$ cat src/rtl/ahb_pkg.sv
// Shared AHB encodings, FSM state type and the registered core request.
package ahb_pkg;

    localparam int unsigned AHB_ADDR_W = 32;
    localparam int unsigned AHB_DATA_W = 32;

    typedef enum logic [1:0] {
        HTRANS_IDLE   = 2'b00,
        HTRANS_BUSY   = 2'b01,
        HTRANS_NONSEQ = 2'b10,
        HTRANS_SEQ    = 2'b11
    } htrans_e;

    typedef enum logic [1:0] {
        HRESP_OKAY  = 2'b00,
        HRESP_ERROR = 2'b01,
        HRESP_RETRY = 2'b10,
        HRESP_SPLIT = 2'b11
    } hresp_e;

    localparam logic [2:0] HBURST_SINGLE = 3'b000;
    localparam logic [2:0] HSIZE_BYTE    = 3'b000;
    localparam logic [2:0] HSIZE_HALF    = 3'b001;
    localparam logic [2:0] HSIZE_WORD    = 3'b010;
    localparam logic [2:0] HSIZE_DWORD   = 3'b011;
    localparam logic [3:0] HPROT_DEFAULT = 4'b0011;

    typedef enum logic [2:0] {
        ST_IDLE,
        ST_REQ,
        ST_ADDR,
        ST_DATA,
        ST_RETRY_IDLE
    } state_e;

    typedef struct packed {
        logic [AHB_ADDR_W-1:0] addr;
        logic [AHB_DATA_W-1:0] wdata;
        logic [2:0]            size;
        logic                  write;
        logic                  lock;
    } req_t;

    function automatic logic is_retry_resp(input logic [1:0] resp);
        return (resp == HRESP_RETRY) || (resp == HRESP_SPLIT);
    endfunction

endpackage

$ cat src/rtl/ahb_master_if.sv
// Single-transfer AHB master: turns one core request into a NONSEQ SINGLE
// transfer, handling arbitration, wait states and ERROR/RETRY/SPLIT responses.
module ahb_master_if
    import ahb_pkg::*;
#(
    parameter int unsigned ADDR_W    = AHB_ADDR_W,
    parameter int unsigned DATA_W    = AHB_DATA_W,
    parameter int unsigned RETRY_MAX = 15
) (
    input  logic              HCLK,
    input  logic              HRESETn,
    input  logic              req_valid,
    output logic              req_ready,
    input  logic              req_write,
    input  logic [ADDR_W-1:0] req_addr,
    input  logic [2:0]        req_size,
    input  logic [DATA_W-1:0] req_wdata,
    input  logic              req_lock,
    output logic              resp_valid,
    output logic [DATA_W-1:0] resp_rdata,
    output logic              resp_err,
    output logic              HBUSREQ,
    output logic              HLOCK,
    input  logic              HGRANT,
    input  logic              HREADY,
    input  logic [1:0]        HRESP,
    input  logic [DATA_W-1:0] HRDATA,
    output logic [1:0]        HTRANS,
    output logic [ADDR_W-1:0] HADDR,
    output logic              HWRITE,
    output logic [2:0]        HSIZE,
    output logic [2:0]        HBURST,
    output logic [3:0]        HPROT,
    output logic [DATA_W-1:0] HWDATA
);

    state_e            r_state;
    req_t              r_req;
    logic [3:0]        r_retry_cnt;
    logic              r_req_ready;
    logic              r_resp_valid;
    logic [DATA_W-1:0] r_resp_rdata;
    logic              r_resp_err;
    logic              r_hbusreq;
    logic              r_hlock;
    logic [1:0]        r_htrans;
    logic [ADDR_W-1:0] r_haddr;
    logic              r_hwrite;
    logic [2:0]        r_hsize;
    logic [DATA_W-1:0] r_hwdata;

    logic              w_retry_limit;
    assign w_retry_limit = (r_retry_cnt == 4'(RETRY_MAX));

    // Every output is registered and loaded on the transition into the state that owns it.
    always_ff @(posedge HCLK) begin
        if (!HRESETn) begin
            r_state      <= ST_IDLE;
            r_req        <= '0;
            r_retry_cnt  <= '0;
            r_req_ready  <= 1'b1;
            r_resp_valid <= 1'b0;
            r_resp_rdata <= '0;
            r_resp_err   <= 1'b0;
            r_hbusreq    <= 1'b0;
            r_hlock      <= 1'b0;
            r_htrans     <= HTRANS_IDLE;
            r_haddr      <= '0;
            r_hwrite     <= 1'b0;
            r_hsize      <= '0;
            r_hwdata     <= '0;
        end else begin
            r_resp_valid <= 1'b0;
            r_resp_err   <= 1'b0;
            case (r_state)
                ST_IDLE: begin
                    if (req_valid) begin
                        r_req.addr  <= AHB_ADDR_W'(req_addr);
                        r_req.wdata <= AHB_DATA_W'(req_wdata);
                        r_req.size  <= req_size;
                        r_req.write <= req_write;
                        r_req.lock  <= req_lock;
                        r_req_ready <= 1'b0;
                        r_hbusreq   <= 1'b1;
                        r_hlock     <= req_lock;
                        r_state     <= ST_REQ;
                    end
                end
                ST_REQ: begin
                    if (HGRANT && HREADY) begin
                        r_htrans <= HTRANS_NONSEQ;
                        r_haddr  <= ADDR_W'(r_req.addr);
                        r_hwrite <= r_req.write;
                        r_hsize  <= r_req.size;
                        r_state  <= ST_ADDR;
                    end
                end
                ST_ADDR: begin
                    if (HREADY) begin
                        r_htrans  <= HTRANS_IDLE;
                        r_hbusreq <= 1'b0;
                        r_hlock   <= 1'b0;
                        r_hwdata  <= r_req.write ? DATA_W'(r_req.wdata) : '0;
                        r_state   <= ST_DATA;
                    end
                end
                ST_DATA: begin
                    if (HREADY) begin
                        r_resp_valid <= 1'b1;
                        r_resp_err   <= (HRESP == HRESP_ERROR);
                        r_resp_rdata <= r_req.write ? '0 : HRDATA;
                        r_retry_cnt  <= '0;
                        r_req_ready  <= 1'b1;
                        r_state      <= ST_IDLE;
                    end else if (is_retry_resp(HRESP)) begin
                        r_state <= ST_RETRY_IDLE;
                    end
                end
                ST_RETRY_IDLE: begin
                    if (HREADY) begin
                        if (w_retry_limit) begin
                            r_resp_valid <= 1'b1;
                            r_resp_err   <= 1'b1;
                            r_resp_rdata <= '0;
                            r_retry_cnt  <= '0;
                            r_req_ready  <= 1'b1;
                            r_state      <= ST_IDLE;
                        end else begin
                            r_retry_cnt <= r_retry_cnt + 4'd1;
                            r_hbusreq   <= 1'b1;
                            r_hlock     <= r_req.lock;
                            r_state     <= ST_REQ;
                        end
                    end
                end
                default: r_state <= ST_IDLE;
            endcase
        end
    end

    assign req_ready  = r_req_ready;
    assign resp_valid = r_resp_valid;
    assign resp_rdata = r_resp_rdata;
    assign resp_err   = r_resp_err;
    assign HBUSREQ    = r_hbusreq;
    assign HLOCK      = r_hlock;
    assign HTRANS     = r_htrans;
    assign HADDR      = r_haddr;
    assign HWRITE     = r_hwrite;
    assign HSIZE      = r_hsize;
    assign HBURST     = HBURST_SINGLE;
    assign HPROT      = HPROT_DEFAULT;
    assign HWDATA     = r_hwdata;

endmodule

$ cat config.mk
export PLATFORM = sky130hd
export DESIGN_NAME = ahb_master_if
export DESIGN_NICKNAME = d
export VERILOG_FILES = /design/src/rtl/ahb_pkg.sv /design/src/rtl/ahb_master_if.sv
export SDC_FILE = /design/constraint.sdc
export NUM_CORES = 1
export LEC_CHECK = 0
export ABC_CLOCK_PERIOD_IN_PS = 3200
export CORE_MARGIN = 2
export CORE_UTILIZATION = 50
export DETAILED_ROUTE_END_ITERATION = 12
export GPL_TIMING_DRIVEN = 0
export PLACE_DENSITY = 0.92
export SETUP_SLACK_MARGIN = 0.15
export SLEW_MARGIN = 40
export SYNTH_ARGS = -nofsm -noshare
export SYNTH_HDL_FRONTEND = slang
export SYNTH_SLANG_ARGS = --single-unit
$ cat constraint.sdc
create_clock -name HCLK -period 3.2 [get_ports HCLK]
set_input_delay 0.64 -clock HCLK [delete_from_list [all_inputs] [get_ports HCLK]]
set_output_delay 0.64 -clock HCLK [all_outputs]
set_load 0.01 [all_outputs]
==> impl_metrics.json, run 1 <==
{
  "vdd_ir_drop_max_uv": 362,
  "power_leakage_nw": 3.55,
  "clkLatencyLatePin_ns": 0.42,
  "internal-power_mw": 3.92,
  "ctsHoldBuffers": 0,
  "grt_pass1_wl_mm": 28.4,
  "use_met3_pct": 5.34,
  "grt_max_degree": 17,
  "finalMaxSlewViolations": 0,
  "cts-root-buf": "clkbuf_16",
  "start_util_pct": 51.0,
  "grt_antenna_before_repair": 0,
  "syn_area_per_cell_um2": 8.42,
  "drt-wirelength-per-cell_um": 14.6,
  "p_sw_share_pct": 22.5,
  "cts.sinks": 182,
  "drt-vias-per-instance": 5.17,
  "fin_crit_sh_pct": 69.5,
  "rrSetupSlack_ns": 1.27,
  "async_reset_ff_share_pct": 0,
  "top_usage_layer": "met2",
  "slowest_stage": "clkdlybuf4s50_1",
  "crit_buf_inv": 2,
  "cp_max_fo": 10,
  "htreeDepth": 4,
  "cts_setup_buffers": 0,
  "hp-class": "reg -> reg",
  "endpoint": "HWDATA[25]",
  "fillers": 1042,
  "cp-end-kind": "flip-flop",
  "fmax_ghz": 0.449,
  "cpLargestDelayFamily": "buffers and inverters",
  "syn_inst": 838,
  "critPathLaunchType": "input pin",
  "cts_tree": "built",
  "setup.worst_path.start": "HREADY",
  "ios": 222,
  "rr_worst_depth": 6,
  "path_clk_slew_ns": 0.07,
  "numPortBuffers": 213,
  "p_clk_share_pct": 43.8,
  "grt_pass1_vias": 6025,
  "worst_slew_pin_slew_ns": 0.588,
  "worstSetupPathType": "in -> reg",
  "period_needed_ns": 2.23,
  "synth_seq_area_share_pct": 51.6,
  "cts-buffers-inserted": 17,
  "slowest_delay_ns": 0.59,
  "use_met2_pct": 41.0,
  "p_sw_mw": 1.14,
  "synth_area_um2": 7060,
  "synth_top_flop_cell": "dfxtp_1",
  "via_count": 6553,
  "power_frac_seq_pct": 46.9,
  "setup_tns_ns": 0,
  "dp.cells": 1237,
  "maxCapViolations": 0,
  "grt_usage_pct": 24.0,
  "ant_nets": 0,
  "ys_types": 40,
  "drt_pass1_iterations": 7,
  "globalplace.congestion": 0.823,
  "path_depth": 6,
  "drc": 0,
  "setup_violations": 0,
  "finalNetCount": 1185,
  "die_area_um2": 15100,
  "fp.dieW_um": 123,
  "synth_top_area_share_pct": 51.6,
  "drive_gt1_share_pct": 6.80,
  "cp_cell_sequence": "clkdlybuf4s50_1, nand2b_1, nor3b_2, buf_2, nand3_1, a21boi_0",
  "hold_viol": 0,
  "totalWireLength_mm": 18.5,
  "outcome": "finished clean",
  "die_height_um": 123,
  "comb_power_share_pct": 9.3,
  "use_met1_pct": 29.7,
  "synthToLayoutAreaGrowth_pct": 42.6,
  "post_cts_resized": 0,
  "rsz0062_at_grt": "no",
  "placementRows": 43,
  "clockBufferDepth": 2,
  "fin_cells": 1268,
  "rr_startpoint": "r_state[0]",
  "initialDrtViolationCount": 354,
  "skew_ns": 0.0133,
  "reg2reg_to": "resp_rdata[21]",
  "diodes": 0,
  "yosys_warnings": 0,
  "p_per_area_nw_per_um2": 503,
  "crit_arrival_ns": 2.56,
  "grt_overflow": 0,
  "yosysTopAreaCell": "dfxtp_1",
  "core_um2": 13800,
  "relSlewSlack_pct": 60.7,
  "worstPathRequired_ns": 3.54,
  "synthTopCellsByArea": "dfxtp_1 (52%), nand2_1 (15%), a21boi_0 (13%)",
  "post-dp-hpwl_mm": 13.2,
  "synth-edff-count": 0,
  "ys_ff_latch": 182
}
[cell families after synthesis]
group	after synthesis	share of synthesized area, %
buffers and inverters	79	5.25
multiplexers	3	0.443
other	2	0.106
AND/OR/NAND/NOR	379	23.2
AO/OA/AOI/OAI	192	19.1
adder cells (fa/ha/maj)	1	0.177
flip-flops	182	51.6
[power groups by stage]
stage / clock network, mW / registers (mW) / logic [mW]
2_1_floorplan: 0 / 2.42 / 0.228
3_3_place_gp: 0 / 2.42 / 0.459
3_5_place_dp: 0 / 2.43 / 0.465
4_1_cts: 2.25 / 2.38 / 0.471
5_1_grt: 2.33 / 2.38 / 0.515
6_report: 2.22 / 2.38 / 0.469
[sequential cells by signal, indices dropped and copies added, names as in the netlist]
| signal | cells |
|---|---|
| r_retry_cnt | 4 |
| HWRITE | 1 |
| HBUSREQ | 1 |
| HADDR | 32 |
| HSIZE | 3 |
| HWDATA | 32 |
| resp_err | 1 |
| resp_valid | 1 |
| r_req | 69 |
| HTRANS | 1 |
| HLOCK | 1 |
| r_state | 3 |
| req_ready | 1 |
| resp_rdata | 32 |
[area by class of cell]
class,count,area [um^2],area share [%]
flip-flops and latches,182,3640,36.2
multi-input cells,583,3070,30.5
repair buffers,213,2130,21.2
clock buffers,20,457,4.54
plain buffers,77,363,3.60
well taps,180,225,2.24
clock inverters,11,173,1.72
inverters,2,7.51,0.0746
[worst min path at each step]
stage / start / endpoint / slack [ns] / depth (start not counted)
CTS: r_req[50] / HADDR[13] / 0.45 / 2
floorplan: r_req[50] / HADDR[13] / 0.43 / 2
finish: r_req[53] / HADDR[16] / 0.45 / 2
global route: r_req[53] / HADDR[16] / 0.47 / 2
detailed placement: r_req[50] / HADDR[13] / 0.44 / 2
global placement: r_req[64] / HADDR[27] / 0.44 / 2
[Yosys cell counts (2+ instances only)]
| library cell | count |
|---|---|
| a21boi_1 | 15 |
| a21oi_1 | 5 |
| buf_2 | 24 |
| buf_4 | 11 |
| conb_1 | 2 |
| nand2b_1 | 2 |
| o21ai_0 | 35 |
| mux2i_1 | 2 |
| clkbuf_2 | 2 |
| nor2_1 | 5 |
| clkbuf_1 | 40 |
| and3_1 | 2 |
| dfxtp_1 | 182 |
| nand2_1 | 282 |
| o21a_1 | 4 |
| a21boi_0 | 125 |
| nand3_1 | 40 |
| nand4_1 | 34 |
| inv_1 | 2 |
| nand3b_1 | 2 |
| nor3b_1 | 3 |
[layout by cell type, fill, tap and decap left out, types with 2 or more instances in the layout]
master / n
clkbuf_2: 2
and3_1: 2
nor3b_1: 3
inv_1: 2
nand2_1: 282
clkinvlp_4: 3
clkinv_2: 2
conb_1: 8
o21a_1: 4
a21boi_1: 15
bufinv_16: 4
nand3b_1: 2
buf_2: 24
a21boi_0: 125
a21oi_1: 5
mux2i_1: 2
o21ai_0: 35
nand4_1: 34
buf_4: 11
dfxtp_1: 182
clkbuf_16: 17
clkdlybuf4s50_1: 213
clkbuf_8: 2
nand2b_1: 2
clkbuf_1: 41
nand3_1: 40
nor2_1: 5
[through the flow]
step	setup slack (ns)	power (mW)	cell area [um^2]	hold slack [ns]	util, %
2_1_floorplan	1.48	2.65	7080	0.431	-
3_3_place_gp	0.593	2.88	9440	0.437	68.2
3_5_place_dp	0.582	2.89	9440	0.445	68.2
4_1_cts	1.01	5.10	10100	0.454	72.8
5_1_grt	0.844	5.22	10100	0.465	72.8
6_report	0.975	5.06	10100	0.453	72.8
[worst min-delay path: stages (launching register included)]
cell	delay, ns
dfxtp_1	0.31
nand2_1	0.05
a21boi_1	0.05
[layer usage]
layer | routed length [um] | vias to the layer above
met5 | 0 | -
met1 | 7860 | 3053
met3 | 1140 | 26
met2 | 9190 | 219
li1 | - | 3255
met4 | 316 | 0
Note: power is estimated with default switching activity, not from simulation.
==> run 2: changes to the inputs <==
ABC_CLOCK_PERIOD_IN_PS = 1800   (was 3200)
CORE_UTILIZATION = 42   (was 50)
PLACE_DENSITY = 0.83   (was 0.92)
clock period = 1.8 ns   (was 3.2 ns; I/O delays follow)
==> run 2 against run 1 <==
Against the previous run: count of clock-buffer cells in the layout is the same; final cell count grew 4.0%; first-iteration DRC count shrank 6.8%; combinational power grew 88%; clock power grew 62%; critical path type is now reg -> out; largest power group unchanged.
==> impl_metrics.json, run 2 (synthesized netlist as in run 1, its figures left out) <==
{
  "grt_overflow": 0,
  "slowest_stage": "clkdlybuf4s50_1",
  "ant_nets": 0,
  "totalWireLength_mm": 19.1,
  "grt_pass1_wl_mm": 30.1,
  "initialDrtViolationCount": 330,
  "power.total_mw": 8.69,
  "crit_buf_inv": 1,
  "maxCapViolations": 0,
  "critPathLaunchType": "flip-flop",
  "grt_max_degree": 17,
  "drt-wirelength-per-cell_um": 14.5,
  "fin_crit_sh_pct": 90.2,
  "cts-root-buf": "clkbuf_16",
  "largest-register": "r_req",
  "finalNetCount": 1199,
  "hp-class": "reg -> reg",
  "cts_tree": "built",
  "setup_tns_ns": 0,
  "period_needed_ns": 1.62,
  "cpLargestDelayFamily": "buffers and inverters",
  "utilization_pct": 62.0,
  "mostFrequentLayoutCells": "nand2_1 (280), dfxtp_1 (181), a21boi_0 (114)",
  "crit_arrival_ns": 1.26,
  "ios": 222,
  "dp_slack_ns": -0.644,
  "grt_antenna_before_repair": 0,
  "grt_pass1_vias": 6132,
  "cts.sinks": 182,
  "clockBufferDepth": 2,
  "dpl-instance-area_um2": 9490,
  "p_per_area_nw_per_um2": 849,
  "path_clk_slew_ns": 0.06,
  "post-dp-hpwl_mm": 13.7,
  "timing.final.ws_setup_ns": 0.176,
  "hold_ws_ns": 0.447,
  "synthToLayoutAreaGrowth_pct": 45.1,
  "via_count": 6502,
  "largest_register_ffs": 69,
  "cp-end-kind": "primary output",
  "skew_ns": 0.0110,
  "outcome": "finished clean",
  "hold_viol": 0,
  "die_height_um": 134,
  "finalMaxSlewViolations": 0,
  "multiInputGateArea_um2": 3140,
  "rsz0062_at_grt": "no",
  "ctsHoldBuffers": 0,
  "worstSetupPathType": "reg -> out",
  "drt_pass1_iterations": 5,
  "start_util_pct": 42.7,
  "grt_usage_pct": 20.8,
  "layout_commonest_cell": "nand2_1",
  "clkLatencyLatePin_ns": 0.42,
  "placementRows": 47,
  "slowest_delay_ns": 0.54,
  "drt-vias-per-instance": 4.93,
  "cts-buffers-inserted": 17,
  "globalplace.congestion": 0.822,
  "drc": 0,
  "core_um2": 16500,
  "power_leakage_nw": 4.30,
  "htreeDepth": 4,
  "worstPathRequired_ns": 1.44,
  "vdd_ir_drop_max_uv": 659,
  "fillers": 1489,
  "dp.cells": 1277,
  "diodes": 0,
  "drive_gt1_share_pct": 10.6,
  "regArea_um2": 3640,
  "fmax_ghz": 0.616,
  "cp_cell_sequence": "clkdlybuf4s50_1",
  "numPortBuffers": 213,
  "die_area_um2": 17900,
  "cp_max_fo": 1,
  "setup_violations": 0,
  "postLayoutCellArea_um2": 10200,
  "fin_cells": 1319,
  "fp.dieW_um": 134
}
run 2: area by class of cell:
class	instances	area share [%]
clock buffer	20	4.46
timing repair buffer	227	20.8
inverter	2	0.0733
sequential	182	35.6
multi-input combinational	583	30.6
buffer	77	4.79
tap	220	2.69
clock inverter	8	0.989
run 2: path summary, 6_finish.rpt:
path         slack, ns  cells past startpoint      startpoint              to
max               0.18                      1      resp_valid      resp_valid
min               0.45                      2  resp_rdata[19]  resp_rdata[19]
max reg2reg       0.21                      7      r_state[2]  resp_rdata[10]
min reg2reg       0.45                      2  resp_rdata[19]  resp_rdata[19]
run 2: routing by layer:
metal | vias up | GRT usage (%) | routed length [um] | share of wire [%]
met2 | 186 | 35.6 | 9210 | 48
met3 | 14 | 4.87 | 1150 | 6.0
met4 | 0 | 5.50 | 192 | 1.0
li1 | 3288 | - | - | -
met1 | 3014 | 26.5 | 8560 | 45
met5 | - | 0 | 0 | 0
run 2: timing repair:
item | CTS | global route
pin swaps | 4 | 3
buffers inserted | 8 | 6
gates resized for setup | 127 | 84
setup endpoints to repair | 269 | 163
run 2: worst min-delay path, stage by stage (launching register included):
cell and delay [ns]:
dfxtp_1 0.30, nand2_1 0.05, o21ai_1 0.05
run 2: report_power, final:
group | leakage [nW] | internal, mW | switching (mW) | total, mW
Clock | 0.266 | 2.09 | 1.50 | 3.59
Sequential | 1.48 | 4.16 | 0.0643 | 4.22
Combinational | 2.56 | 0.453 | 0.430 | 0.883
